[config.mk]
export PLATFORM = sky130hd
export DESIGN_NAME = switch_debounce
export DESIGN_NICKNAME = d
export VERILOG_FILES = /design/src/rtl/switch_debounce.sv
export SDC_FILE = /design/constraint.sdc
export NUM_CORES = 1
export LEC_CHECK = 0
export CAP_MARGIN = 10
export CORE_UTILIZATION = 56
export CTS_BUF_LIST = sky130_fd_sc_hd__clkbuf_4
export CTS_CLUSTER_SIZE = 28
export DETAILED_ROUTE_END_ITERATION = 16
export HOLD_SLACK_MARGIN = 0.05
export PLACE_DENSITY_LB_ADDON = 0.2
export SYNTH_ARGS = -nofsm -noshare
export SYNTH_HDL_FRONTEND = slang
export SYNTH_SLANG_ARGS = --single-unit
export TNS_END_PERCENT = 30
[constraint.sdc]
create_clock -name clk -period 2 [get_ports clk]
set_input_delay 0.2 -clock clk [delete_from_list [all_inputs] [get_ports clk]]
set_output_delay 0.2 -clock clk [all_outputs]
set_load 0.1 [all_outputs]
[src/rtl/switch_debounce.sv]
// switch_debounce: per-bit two-flop synchronizer and mismatch-count debouncer
// for raw DIP switch lines, producing a clean level bus plus one-cycle
// rise/fall strobes. Every bit is independent; bits accepted on the same
// edge update together.
module switch_debounce #(
  parameter int WIDTH           = 4,
  parameter int DEBOUNCE_CYCLES = 480000
) (
  input  logic             clk,
  input  logic             reset,
  input  logic [WIDTH-1:0] sw_raw,
  output logic [WIDTH-1:0] s,
  output logic [WIDTH-1:0] s_rise,
  output logic [WIDTH-1:0] s_fall
);

  // A single-cycle debounce still needs a 1-bit counter to keep the
  // declarations legal; it simply never leaves zero.
  localparam int              CNT_W   = (DEBOUNCE_CYCLES > 1) ? $clog2(DEBOUNCE_CYCLES) : 1;
  localparam logic [CNT_W-1:0] CNT_MAX = CNT_W'(DEBOUNCE_CYCLES - 1);

  logic [WIDTH-1:0] sync1;
  logic [WIDTH-1:0] sync2;
  logic [CNT_W-1:0] cnt      [WIDTH];
  logic [CNT_W-1:0] cnt_next [WIDTH];
  logic [WIDTH-1:0] s_next;

  // Two-flop synchronizer; only sync2 is allowed to feed logic.
  // NOTE: every clocked block uses <= so all flops sample pre-edge values;
  // a blocking = here would collapse the two stages into one.
  always_ff @(posedge clk) begin
    if (reset) begin
      sync1 <= '0;
      sync2 <= '0;
    end else begin
      sync1 <= sw_raw;
      sync2 <= sync1;
    end
  end

  // Per-bit debounce decision: count consecutive mismatches, accept the new
  // level on the last one, and clear on any match.
  always_comb begin
    // NOTE: defaults first so every path assigns every output; without them
    // the bits left untouched by the if/else chain would infer latches.
    s_next = s;
    for (int i = 0; i < WIDTH; i++) begin
      cnt_next[i] = cnt[i];
      if (sync2[i] == s[i]) begin
        cnt_next[i] = '0;
      end else if (cnt[i] == CNT_MAX) begin
        s_next[i]   = sync2[i];
        cnt_next[i] = '0;
      end else begin
        cnt_next[i] = cnt[i] + 1'b1;
      end
    end
  end

  // Debounced level, counters and edge strobes; strobes are registered on the
  // same edge as the level so they coincide with the new value of s.
  always_ff @(posedge clk) begin
    if (reset) begin
      s      <= '0;
      s_rise <= '0;
      s_fall <= '0;
      // NOTE: the counter array is a handful of flops, not a RAM, so it is
      // reset element by element; this discards any in-progress count.
      for (int i = 0; i < WIDTH; i++) cnt[i] <= '0;
    end else begin
      s      <= s_next;
      s_rise <= s_next & ~s;
      s_fall <= ~s_next & s;
      for (int i = 0; i < WIDTH; i++) cnt[i] <= cnt_next[i];
    end
  end

endmodule

## Yosys cells after proc, flatten, opt, wreduce, memory -nomap -nowiden

Memories as Yosys holds them, arrays and structs flattened.
Cells that the tools add are included.

| operators by class | value |
|---|---|
| $add $sub $neg | 4 |
| equal/unequal tests | 8 |
| multiplexer cells | 23 |
| bitwise logic cells | 8 |

Operators with widths:

| operator | count |
|---|---|
| $mux 19 | 12 |
| $add 19x1->19 const B | 4 |
| $eq 19x19->1 const B | 4 |
| $mux 1 | 11 |
| $and 4x4->4 | 2 |
| $not 4->4 | 2 |
| $eq 1x1->1 | 4 |
| $or 1x1->1 | 4 |

| word-level totals | value |
|---|---|
| register bits after elaboration | 20 |
| bits in writable memories | 76 |
| input port bits | 6 |
| output and inout port bits | 12 |
| word-level logic and storage cells | 49 |
| memories | 1 |

Memory list:

| name | words | bits a word | rd ports | clocked after Yosys merged registers in | wr ports | line | text |
|---|---|---|---|---|---|---|---|
| cnt | 4 | 19 | 4 | 0 | 4 | 24 | `logic [CNT_W-1:0] cnt [WIDTH];` |

## Logic depth before layout (Yosys ltp)

| depth | value |
|---|---|
| depth in word-level cells | 5 |
| gate-level depth with buffers | 7 |
| depth with buffers taken out | 5 |

## Worst setup path after synthesis

Ideal clock, no wire load.

| timing | value |
|---|---|
| path type | reg2reg |
| start | register s[3] |
| end | memory cnt[3][10] in the netlist's numbering |
| library setup time | 0.128 ns |
| arrival | 1.864 ns |
| data required time | 1.872 ns |
| path slack | 0.009 ns |
| cell stages (with the launch flop) | 6 |
| buffers on the path | 1 |
| period minus slack after synthesis | 1.991 ns |
| cell sequence | dfxtp_1 -> nand2b_1 -> a21oi_1 -> o21ai_1 -> clkbuf_1 -> nor2_1 |

RTL lines:

| item | line | text |
|---|---|---|
| start, declared | 12 | `output logic [WIDTH-1:0] s,` |
| start signal, assigned | 71 | `s <= s_next;` |
| end, declared | 24 |  |

==> results.yml <==
timing:
  tightest_slew_ns: 0.415
  final-max-slew-violation-count: 0
  fin_hold_ws_ns: 0.310
  post-route-period-util: 0.925
  fin_skew_ns: 0.0141
  rsz0062_at_grt: "no"
  fin_crit_ns: 1.85
  fin_tns_setup_ns: 0
  slew_headroom: 0.721
  final_hold_viol_count: 0
  setup_viol: 0
  fmax_mhz: 540
synthesis:
  syn_nets: 473
  yosysUniqueCellTypes: 40
  synth_top_area_cell: "dfxtp_1"
  synthFlopType: "dfxtp_1"
  ys_warn_count: 0
  synth_top_area_frac: 0.469
  netlist_top_cells_count: "dfxtp_1, nor2_1, nand3_1, xnor2_1, a21oi_1"
  syn_inst: 463
  synth_area_mm2: 0.00410
  synth-edff-count: 0
  yosysSeqAreaShare: 0.469
  ys_top_cells_by_area: "dfxtp_1, xnor2_1, nor2_1"
  avgSynthCellArea_um2: 8.85
  synth-seq-cells: 96
  synth-async-reset-ratio: 0
  yosysMostFrequentCell: "dfxtp_1"
clock_network:
  worst_skew_pair.late_latency_ns: 0.42
  root_buffer: "clkbuf_4"
  ctsResizeCount: 0
  cts.sinks: 96
  clockBufferDepth: 2
  cts_inserted_buffers: 9
  htree_levels: 3
  cts_tree: "yes"
  post_cts_buffers: 0
  cts.clk_slew.worst_paths_ns: 0.14
  cts_hold_buffers: 0
layout:
  layout-drive-gt1-share: 0.112
  final_nets: 503
  diodes: 0
  syn2layout_area_growth_pct: 11.6
routing:
  dr.pass1.iters: 4
  wl_per_cell_um: 12.7
  ant_nets: 0
  vias_per_cell: 5.45
  vias: 3237
  drt_iter0_markers: 69
  wl_um: 7540
  drcViolationCount: 0
critical_path:
  worstPathArrival_ns: 2.22
  critPathLaunchType: "flop"
  end_kind: "flop"
  critPathMaxStageDelay_ns: 0.57
  worstPathRequired_ns: 2.37
  cp_slowest_cell: "or4_4"
  timing.reg2reg.setup_slack_ns: 0.15
  cp_max_fo: 4
  path_class: "flop to flop"
  path_cells: "or3b_1 -> or4_4 -> or3_1 -> a21oi_1"
grt:
  gr-total-overflow: 0
  grt_util_all_layers: 0.211
  grt_pass1_wl_um: 12800
  grt_max_degree: 25
  grt_util_met1: 0.257
  grt_busiest_layer: "met2"
  use_met2: 0.359
  grt_pass1_vias: 2915
  antenna_found_initial: 0
  use_met3: 0.0622
placed_design:
  port_buffers: 17
  place.gp.congestion: 0.859
  hpwlAfterDp_um: 5430
die:
  initial_utilization: 0.590
  fp.dieW_um: 87.6
  core.rowCount: 30
  fp.dieH_um: 87.6
  core-area_mm2: 0.00694
  io_pins: 18
  die-area_mm2: 0.00767
flow_run:
  maxCapViolations: 0
run_status:
  outcome: "finished, final reports clean"
pwr:
  power_density_mw_per_mm2: 658
  power_leakage_nw: 1.45
  vdd_drop_max_mv: 0.359
min_path:
  hold_class: "primary input to flop"
## metrics by stage
| stage | power, W | std cells | utilization | area [µm²] | setup WS [ns] |
|---|---|---|---|---|---|
| 6_report | 0.00301 | 594 | 0.659 | 4570 | 0.150 |
| 5_1_grt | 0.00313 | 594 | 0.659 | 4570 | 0.0406 |
| 4_1_cts | 0.00305 | 594 | 0.659 | 4570 | 0.156 |
| 3_5_place_dp | 0.00202 | 578 | 0.639 | 4430 | 0.173 |
| 3_3_place_gp | 0.00202 | 578 | 0.639 | 4430 | 0.207 |
| 2_1_floorplan | 0.00200 | 463 | - | 4100 | 0.00869 |
## layout make-up
class	instances	area [µm²]
Fill cell	580	2370
Multi-Input combinational cell	343	2070
Sequential cell	96	1920
Timing Repair Buffer	33	285
Tap cell	96	120
Clock buffer	13	97.6
Clock inverter	3	42.5
Inverter	10	37.5
## cells by family (layout without fill, tap and decap cells)
group,after synthesis,after routing,share of synthesized area
buffers and inverters,24,59,0.0263
and+or+nand+nor,239,239,0.314
muxes,1,1,0.00244
adders and majority gates,4,4,0.0122
AOI/OAI and AO/OA,47,47,0.0653
xor gates and xnor gates,52,52,0.111
DFF,96,96,0.469
## report_power, final
part | total [W] | leakage (nW) | internal [W] | switching, W
Combinational | 0.0000537 | 0.594 | 0.0000263 | 0.0000273
Clock | 0.00103 | 0.0780 | 0.000438 | 0.000592
Sequential | 0.00193 | 0.775 | 0.00192 | 0.00000574
Total | 0.00301 | 1.45 | 0.00239 | 0.000625
## routing by layer
layer	wire [µm]	share of wire
met2	3590	0.48
met4	97	0.013
met3	240	0.032
met1	3610	0.48
met5	0	0
## layout by cell type (no fill, tap or decap), drive strengths merged, types with 2 or more instances in the layout
cell            n
nand2          19
or2             5
o21ai          17
nor4            9
nand2b         10
buf            28
or4             9
xor2           22
nor2b           8
a21oi          23
clkbuf         13
nand4b          3
nand3          31
nor2           61
xnor2          30
nand3b          2
or3            14
and3           15
dfxtp          96
nor3           21
and2            4
nand4          21
clkdlybuf4s50   5
inv            10
ha              4
o31ai           6
and4            4
## sequential cells by signal, indices dropped and copies added, names as in the netlist
signal and flops:
s 4, sync1 4, sync2 4, s_rise 4, s_fall 4, cnt 76
## worst paths after layout
check,from,cells past startpoint,end
worst min-delay path,sw_raw[0],2,sync1[0]$_SDFF_PP0_
worst min register to register,sync1[1]$_SDFF_PP0_,1,sync2[1]$_SDFF_PP0_
worst max register to register,cnt[1][12]$_SDFF_PP0_,4,s[1]$_SDFF_PP0_
worst max-delay path,cnt[1][12]$_SDFF_PP0_,4,s[1]$_SDFF_PP0_
## critical path: cells and delay by family, from the launching register on
family,cells,cell delay (ns)
AO/OA/AOI/OAI,1,0.14
flip-flops,1,0.39
AND/OR/NAND/NOR,3,1.27
Note: power is estimated with default switching activity, not from simulation.
